==> config.mk <==
export PLATFORM = sky130hd
export DESIGN_NAME = cve2_sleep_ctrl
export DESIGN_NICKNAME = d
export VERILOG_FILES = /design/src/rtl/cve2_pkg.sv /design/src/rtl/cve2_sleep_ctrl_hart.sv /design/src/rtl/cve2_sleep_ctrl.sv
export SDC_FILE = /design/constraint.sdc
export NUM_CORES = 1
export LEC_CHECK = 0
export CORE_MARGIN = 2
export CORE_UTILIZATION = 57
export DETAILED_ROUTE_END_ITERATION = 6
export DONT_BUFFER_PORTS = 1
export PLACE_DENSITY = 0.72
export SYNTH_ARGS = -nofsm -noshare
export SYNTH_HDL_FRONTEND = slang
export SYNTH_HIERARCHICAL = 1
export SYNTH_SLANG_ARGS = --single-unit
==> constraint.sdc <==
create_clock -name clk_i -period 2.3 [get_ports clk_i]
set_clock_uncertainty 0.15 [all_clocks]
set_input_delay 0.46 -clock clk_i [delete_from_list [all_inputs] [get_ports clk_i]]
set_output_delay 0.46 -clock clk_i [all_outputs]
set_load 0.005 [all_outputs]
==> src/rtl/cve2_pkg.sv <==
// cve2_pkg: shared types and constants for the CVE2 cluster blocks.
// Holds the sleep controller state encoding and wake vector layout.
package cve2_pkg;

  typedef enum logic [1:0] {
    OFF   = 2'd0,
    RUN   = 2'd1,
    HOLD  = 2'd2,
    SLEEP = 2'd3
  } sleep_state_e;

  localparam int unsigned NumWakeSrc = 4;

  localparam int unsigned WAKE_DEBUG = 0;
  localparam int unsigned WAKE_IRQ   = 1;
  localparam int unsigned WAKE_NMI   = 2;
  localparam int unsigned WAKE_EXT   = 3;

  // True when any wake source is requesting.
  function automatic logic any_wake(
    input logic [NumWakeSrc-1:0] w
  );
    return |w;
  endfunction

endpackage

==> src/rtl/cve2_sleep_ctrl_hart.sv <==
// cve2_sleep_ctrl_hart: one hart's fetch latch, idle hysteresis FSM,
// wake cause register and optional sleep counter (CVE2_SLEEP_STATS_EN).
module cve2_sleep_ctrl_hart
  import cve2_pkg::*;
#(
  parameter int unsigned IdleHoldCycles = 2,
  parameter int unsigned SleepCntWidth  = 32
) (
  input  logic                     clk_i,
  input  logic                     rst_i,
  input  logic                     fetch_enable_i,
  input  logic                     core_busy_i,
  input  logic [NumWakeSrc-1:0]    wake_i,
  input  logic                     sleep_cnt_clr_i,
  output logic                     fetch_enable_o,
  output logic                     clock_en_o,
  output logic                     core_sleep_o,
  output logic [NumWakeSrc-1:0]    wake_cause_o,
  output logic [SleepCntWidth-1:0] sleep_cnt_o
);

  localparam int unsigned HoldW =
    (IdleHoldCycles > 1) ? $clog2(IdleHoldCycles) : 1;

  localparam logic [HoldW-1:0] HoldInit =
    (IdleHoldCycles > 0) ? HoldW'(IdleHoldCycles - 1) : '0;

  sleep_state_e          state;
  sleep_state_e          state_nxt;
  logic [HoldW-1:0]      hold;
  logic [HoldW-1:0]      hold_nxt;
  logic [NumWakeSrc-1:0] cause;
  logic [NumWakeSrc-1:0] cause_nxt;
  logic                  woke;

  assign woke = any_wake(wake_i);

  // State, hold counter and wake cause registers.
  always_ff @(posedge clk_i) begin
    if (rst_i) begin
      state <= OFF;
      hold  <= '0;
      cause <= '0;
    end else begin
      state <= state_nxt;
      hold  <= hold_nxt;
      cause <= cause_nxt;
    end
  end

  // Next-state: sticky enable, idle hysteresis, wake capture.
  always_comb begin
    state_nxt = state;
    hold_nxt  = hold;
    cause_nxt = cause;
    unique case (state)
      OFF: begin
        if (fetch_enable_i) begin
          state_nxt = RUN;
        end
      end
      RUN: begin
        if (!core_busy_i && !woke) begin
          if (IdleHoldCycles == 0) begin
            state_nxt = SLEEP;
          end else begin
            state_nxt = HOLD;
            hold_nxt  = HoldInit;
          end
        end
      end
      HOLD: begin
        if (core_busy_i || woke) begin
          state_nxt = RUN;
        end else if (hold == '0) begin
          state_nxt = SLEEP;
        end else begin
          hold_nxt = hold - HoldW'(1);
        end
      end
      SLEEP: begin
        // Busy is frozen while gated, so only wake matters here.
        if (woke) begin
          state_nxt = RUN;
          cause_nxt = wake_i;
        end
      end
      default: begin
        state_nxt = OFF;
      end
    endcase
  end

  // Gate enable and sleep flag; wake ungates in the same cycle.
  always_comb begin
    clock_en_o   = 1'b0;
    core_sleep_o = 1'b0;
    unique case (state)
      RUN, HOLD: begin
        clock_en_o = 1'b1;
      end
      SLEEP: begin
        clock_en_o   = woke;
        core_sleep_o = !woke;
      end
      default: begin
        clock_en_o = 1'b0;
      end
    endcase
  end

  assign fetch_enable_o = (state != OFF);
  assign wake_cause_o   = cause;

`ifdef CVE2_SLEEP_STATS_EN
  logic [SleepCntWidth-1:0] cnt;

  // Saturating count of fully gated cycles; clear wins.
  always_ff @(posedge clk_i) begin
    if (rst_i) begin
      cnt <= '0;
    end else if (sleep_cnt_clr_i) begin
      cnt <= '0;
    end else if (state == SLEEP && !woke && cnt != '1) begin
      cnt <= cnt + SleepCntWidth'(1);
    end
  end

  assign sleep_cnt_o = cnt;
`else
  logic unused_clr;

  assign unused_clr  = sleep_cnt_clr_i;
  assign sleep_cnt_o = '0;
`endif

endmodule

==> src/rtl/cve2_sleep_ctrl.sv <==
// cve2_sleep_ctrl: multi-hart clock-gate and sleep controller top.
// Sleep counters exist only when CVE2_SLEEP_STATS_EN is defined.
module cve2_sleep_ctrl
  import cve2_pkg::*;
#(
  parameter int unsigned NumHarts       = 2,
  parameter int unsigned IdleHoldCycles = 2,
  parameter int unsigned SleepCntWidth  = 32
) (
  input  logic                              clk_i,
  input  logic                              rst_i,
  input  logic [NumHarts-1:0]               fetch_enable_i,
  input  logic [NumHarts-1:0]               core_busy_i,
  input  logic [NumHarts*NumWakeSrc-1:0]    wake_i,
  input  logic [NumHarts-1:0]               sleep_cnt_clr_i,
  output logic [NumHarts-1:0]               fetch_enable_o,
  output logic [NumHarts-1:0]               clock_en_o,
  output logic [NumHarts-1:0]               core_sleep_o,
  output logic [NumHarts*NumWakeSrc-1:0]    wake_cause_o,
  output logic [NumHarts*SleepCntWidth-1:0] sleep_cnt_o
);

  for (genvar h = 0; h < NumHarts; h++) begin : g_hart
    cve2_sleep_ctrl_hart #(
      .IdleHoldCycles (IdleHoldCycles),
      .SleepCntWidth  (SleepCntWidth)
    ) u_hart (
      .clk_i           (clk_i),
      .rst_i           (rst_i),
      .fetch_enable_i  (fetch_enable_i[h]),
      .core_busy_i     (core_busy_i[h]),
      .wake_i          (wake_i[h*NumWakeSrc +: NumWakeSrc]),
      .sleep_cnt_clr_i (sleep_cnt_clr_i[h]),
      .fetch_enable_o  (fetch_enable_o[h]),
      .clock_en_o      (clock_en_o[h]),
      .core_sleep_o    (core_sleep_o[h]),
      .wake_cause_o    (wake_cause_o[h*NumWakeSrc +: NumWakeSrc]),
      .sleep_cnt_o     (sleep_cnt_o[h*SleepCntWidth +: SleepCntWidth])
    );
  end

endmodule
== Word level (Yosys, flattened, before mapping) ==
Index checks and enable logic that the tools add are counted.

* $add $sub $neg: 2
* Eq/ne operators: 16
* Mux-type cells: 24
* Reductions and logical operators: 24

{| class="wikitable"
|+ Operators by type and width
! kind !! number
|-
| $mux W2 || 10
|-
| $pmux W2 S4 || 2
|-
| $eq A2 B2 Y1 const B || 4
|-
| $mux W1 || 8
|-
| $ne A2 B1 Y1 const B || 4
|-
| $ne A2 B2 Y1 const B || 4
|-
| $pmux W1 S2 || 4
|-
| $reduce_and A4 Y1 || 2
|-
| $reduce_bool A2 Y1 || 4
|-
| $reduce_or A4 Y1 || 2
|-
| $ne A3 B3 Y1 const B || 2
|-
| $reduce_and A3 Y1 || 2
|-
| $eq A2 B1 Y1 const B || 2
|-
| $logic_not A1 Y1 || 4
|-
| $logic_not A2 Y1 || 2
|-
| $reduce_and A2 Y1 || 2
|-
| $reduce_or A2 Y1 || 2
|-
| $logic_and A1 B1 Y1 || 2
|-
| $logic_or A1 B1 Y1 || 2
|-
| $sub A1 B1 Y1 const B || 2
|}

* Flip-flop bits (word level): 14
* Bits of input ports: 16
* Output and inout port bits: 78

== Longest topological paths before layout ==
* Depth in word-level cells: 5
* Mapped depth: 6
* Gate-level depth less buffers: 6

== Hierarchy ==
The synthesis kept the hierarchy.

{| class="wikitable"
|+ Modules (own cells, without submodules)
! module !! times used !! cells each !! area each (µm²)
|-
| cve2_sleep_ctrl_hart || 2 || 79 || 678.2
|}

== Worst setup path after synthesis ==
Ideal clock, no wire load.

* Path kind: input -> register
* Start point: input wake_i[3]
* End point: register g_hart[0].u_hart.state[0]
* Library setup time: 0.079 ns
* Arrival time: 1.621 ns
* Setup slack: 0.449 ns
* Stages: 4
* Buffers on the path: 0
* Cell sequence: or4_4 > nor4b_4 > nor3_1 > a211oi_2

* Longest elaborated chain between the ends: 5

{| class="wikitable"
|+ RTL lines
! element !! RTL line !! text
|-
| start, declared || cve2_sleep_ctrl.sv:14 || <nowiki>input logic [NumHarts*NumWakeSrc-1:0] wake_i,</nowiki>
|-
| $reduce_or A4 Y1 * || cve2_pkg.sv:23 || <nowiki>return |w;</nowiki>
|-
| $logic_not A1 Y1 || cve2_sleep_ctrl_hart.sv:63 || <nowiki>if (!core_busy_i && !woke) begin</nowiki>
|-
| $logic_and A1 B1 Y1 || cve2_sleep_ctrl_hart.sv:63 ||
|-
| $ne A2 B1 Y1 (no line) || n/a ||
|-
| $reduce_and A4 Y1 (no line) || n/a ||
|-
| end signal, assigned || cve2_sleep_ctrl_hart.sv:45 || <nowiki>state <= state_nxt;</nowiki>
|-
| end, declared || cve2_sleep_ctrl_hart.sv:28 || <nowiki>sleep_state_e state;</nowiki>
|}

Mark *: on every way between the ends. The rest lies on a longest branch, timed or not.
A chain may end at the register's enable or synchronous reset.

== Worst setup path after layout ==
* Start point: register g_hart[1].u_hart.state[0]
* End point: output clock_en_o[1]

* Longest elaborated chain between the ends: 3

{| class="wikitable"
|+ RTL lines
! element !! RTL line !! text
|-
| start, declared || cve2_sleep_ctrl_hart.sv:28 ||
|-
| start signal, assigned || cve2_sleep_ctrl_hart.sv:45 ||
|-
| $eq A2 B1 Y1 / $eq A2 B2 Y1 (equally long branches) || cve2_sleep_ctrl_hart.sv:98 || <nowiki>unique case (state)</nowiki>
|-
| $reduce_or A2 Y1 || cve2_sleep_ctrl_hart.sv:98 ||
|-
| $pmux W1 S2 * || cve2_sleep_ctrl_hart.sv:98 ||
|-
| end, declared || cve2_sleep_ctrl.sv:17 || <nowiki>output logic [NumHarts-1:0] clock_en_o,</nowiki>
|}

Marks and branches as above.

==> flow_metrics.py <==
metrics = {
    "run_status": {
        "status": "completed",
    },
    "timing": {
        "final.min_clock_period_ns": 1.90,
        "max_freq_mhz": 526,
        "setup-tns-final_ns": 0,
        "rsz0062_at_grt": "false",
        "timing.final.ws_setup_ns": 0.398,
        "final.period_utilization_pct": 82.7,
        "setup_violations": 0,
        "slew_headroom_pct": 65.6,
        "worstMarginPinSlew_ns": 0.511,
        "hold_violations": 0,
        "finalMaxSlewViolations": 0,
    },
    "logic_synthesis": {
        "synth_cell_types": 23,
        "ys_top_cells_by_area": "buf_4 35%, dfxtp_1 21%, ha_1 9.2%",
        "synth.cell_area_mm2": 0.00136,
        "yosys_warnings": 6,
        "syn_area_per_cell_um2": 8.58,
        "synthCells": 158,
        "ys_ff_latch": 14,
        "synth_top_cell_by_area": "buf_4",
        "synthDominantCellAreaShare_pct": 35.4,
        "synth.yosys.seq_area_share_pct": 20.7,
    },
    "cts": {
        "postCtsSetupBuffers": 0,
        "htree_num_levels": 1,
        "ctsHoldBuffers": 0,
        "cts_root_buf": "clkbuf_4",
        "cts_inserted_buffers": 3,
        "clk_path_buf_depth": 2,
        "tritoncts": "yes",
        "clock_latency_ns": 0.27,
        "cts_resized": 0,
        "cts_sinks": 14,
        "clk_pin_slew_ns": 0.08,
    },
    "global_routing": {
        "grt_pass1_wl_um": 2730,
        "grt_overflow": 0,
        "grt_use_total_pct": 12.8,
        "grt_max_degree": 17,
        "antenna_found_initial": 0,
        "grt_pass1_vias": 677,
    },
    "route": {
        "wl_per_cell_um": 10.3,
        "vias": 836,
        "drtIter0Drc": 23,
        "drt-total-wl_um": 1890,
        "ant_nets": 0,
        "via_per_inst": 4.54,
        "drc": 0,
        "dr.pass1.iters": 4,
    },
    "flow_run": {
        "drv_cap": 0,
    },
    "die": {
        "initial_utilization_pct": 60.7,
        "die_area_mm2": 0.00279,
        "io_pins": 94,
        "core_area_mm2": 0.00223,
        "die_h_um": 52.8,
        "rows": 17,
        "fp.dieW_um": 52.8,
    },
    "worst_setup_path": {
        "max_stage_delay_ns": 0.39,
        "crit_family": "flip-flops",
        "cpMaxStageDelayCell": "dfxtp_1",
        "cp-start-kind": "flip-flop",
        "cp_data_required_time_ns": 1.69,
        "worstSetupPathType": "flip-flop to output port",
        "cp-end-kind": "output port",
        "arrival_ns": 1.29,
        "path_max_fanout": 4,
        "crit_buf_inv": 1,
        "path_cells": "inv_1 > ha_1 > a21oi_1 > nor2_1",
    },
    "finish": {
        "drive_gt1_share_pct": 7.69,
        "layout_commonest_cell": "conb_1",
        "final_core_util_pct": 50.9,
        "final_nets": 183,
        "diodes": 0,
        "final_cell_mix": "64 x conb_1, 14 x dfxtp_1, 12 x nor2_1",
        "final_area_mm2": 0.00114,
        "area_growth_pct": -16.1,
    },
    "power_and_ir_drop": {
        "powerDensity_mw_per_mm2": 484,
        "p_seq_share_pct": 47.1,
        "clock_power_share_pct": 31.9,
        "ir_drop_uv": 335,
        "power_mw": 0.550,
        "swShare_pct": 29.8,
        "p_comb_share_pct": 21.1,
        "p_leak_nw": 0.566,
        "power_switching_mw": 0.164,
        "cell_internal_pwr_mw": 0.386,
    },
    "placed_design": {
        "post-place-ws_ns": 0.366,
        "portBuffers": 0,
        "placed_area_mm2": 0.00110,
        "dp_hpwl_um": 1550,
        "place_congestion": 0.781,
    },
    "hold_path": {
        "hold_path_class": "input pin to flip-flop",
    },
}
-- worst paths after layout --
kind | to | start | cells past startpoint | slack (ns)
setup reg to reg | g_hart[1].u_hart/state[0] | g_hart[1].u_hart/state[0] | 5 | 0.44
hold / removal | g_hart[0].u_hart/state[0] | rst_i | 1 | 0.09
setup / recovery | clock_en_o[1] | g_hart[1].u_hart/state[0] | 4 | 0.40
hold reg to reg | g_hart[0].u_hart/hold | g_hart[0].u_hart/hold | 2 | 0.38
-- worst register-to-register path: stages, from the launching register on --
cell and delay (ns):
dfxtp_1 0.35, ha_1 0.31, or2b_1 0.25, a211oi_1 0.42, nor3_1 0.10, a211oi_2 0.20
-- cell usage after synthesis --
cell,instances
o41ai_1,2
a31o_2,2
buf_4,64
or2b_1,2
ha_1,10
nor2b_1,2
nor4b_4,2
nor2_1,12
conb_1,2
inv_1,10
and2_1,2
nor3_1,2
a211oi_1,4
a21oi_1,6
nand2_1,2
or4_4,2
nor4_1,2
a211oi_2,2
a22oi_1,8
o2111ai_1,2
clkdlybuf4s25_2,2
buf_6,2
dfxtp_1,14
-- area by class of cell --
cell class	instances	area, um2
inverters	10	37.5
multi-input cells	128	748
fillers	213	1100
clock buffers	4	36.3
well taps	28	35.0
flip-flops and latches	14	280
-- per-stage QoR --
stage,instances,hold slack (ns)
after floorplan,220,0.340
after global placement,180,0.352
after detailed placement,180,0.362
after CTS,184,0.0742
after global routing,184,0.0721
final,184,0.0867
-- power by group through the flow --
| stage | Sequential, mW | Clock (mW) | Combinational (mW) |
|---|---|---|---|
| final | 0.259 | 0.175 | 0.116 |
| after global routing | 0.260 | 0.191 | 0.136 |
| after CTS | 0.259 | 0.183 | 0.115 |
| after detailed placement | 0.265 | 0 | 0.114 |
| after global placement | 0.264 | 0 | 0.109 |
| after floorplan | 0.263 | 0 | 0.184 |
-- flip-flops by register name (all words and copies together) (netlist names) --
| signal | cells |
|---|---|
| g_hart.u_hart/hold | 2 |
| g_hart.u_hart/state | 4 |
| g_hart.u_hart/wake_cause_o | 8 |
-- per-layer routing --
layer / up-vias / routed length [um] / track usage (%)
met3: 0 / 230 / 2.57
li1: 396 / - / -
met1: 373 / 728 / 15.5
met2: 67 / 927 / 22.3
met4: 0 / 0 / 4.70
met5: - / 0 / 0
-- cells by family after synthesis --
group / Yosys count / share of synthesized area, %
AOI/OAI and AO/OA: 26 / 14.6
adders and majority gates: 10 / 9.23
buffers and inverters: 78 / 41.3
DFF: 14 / 20.7
other: 2 / 0.554
and+or+nand+nor: 28 / 13.7
Note: power is estimated with default switching activity, not from simulation.
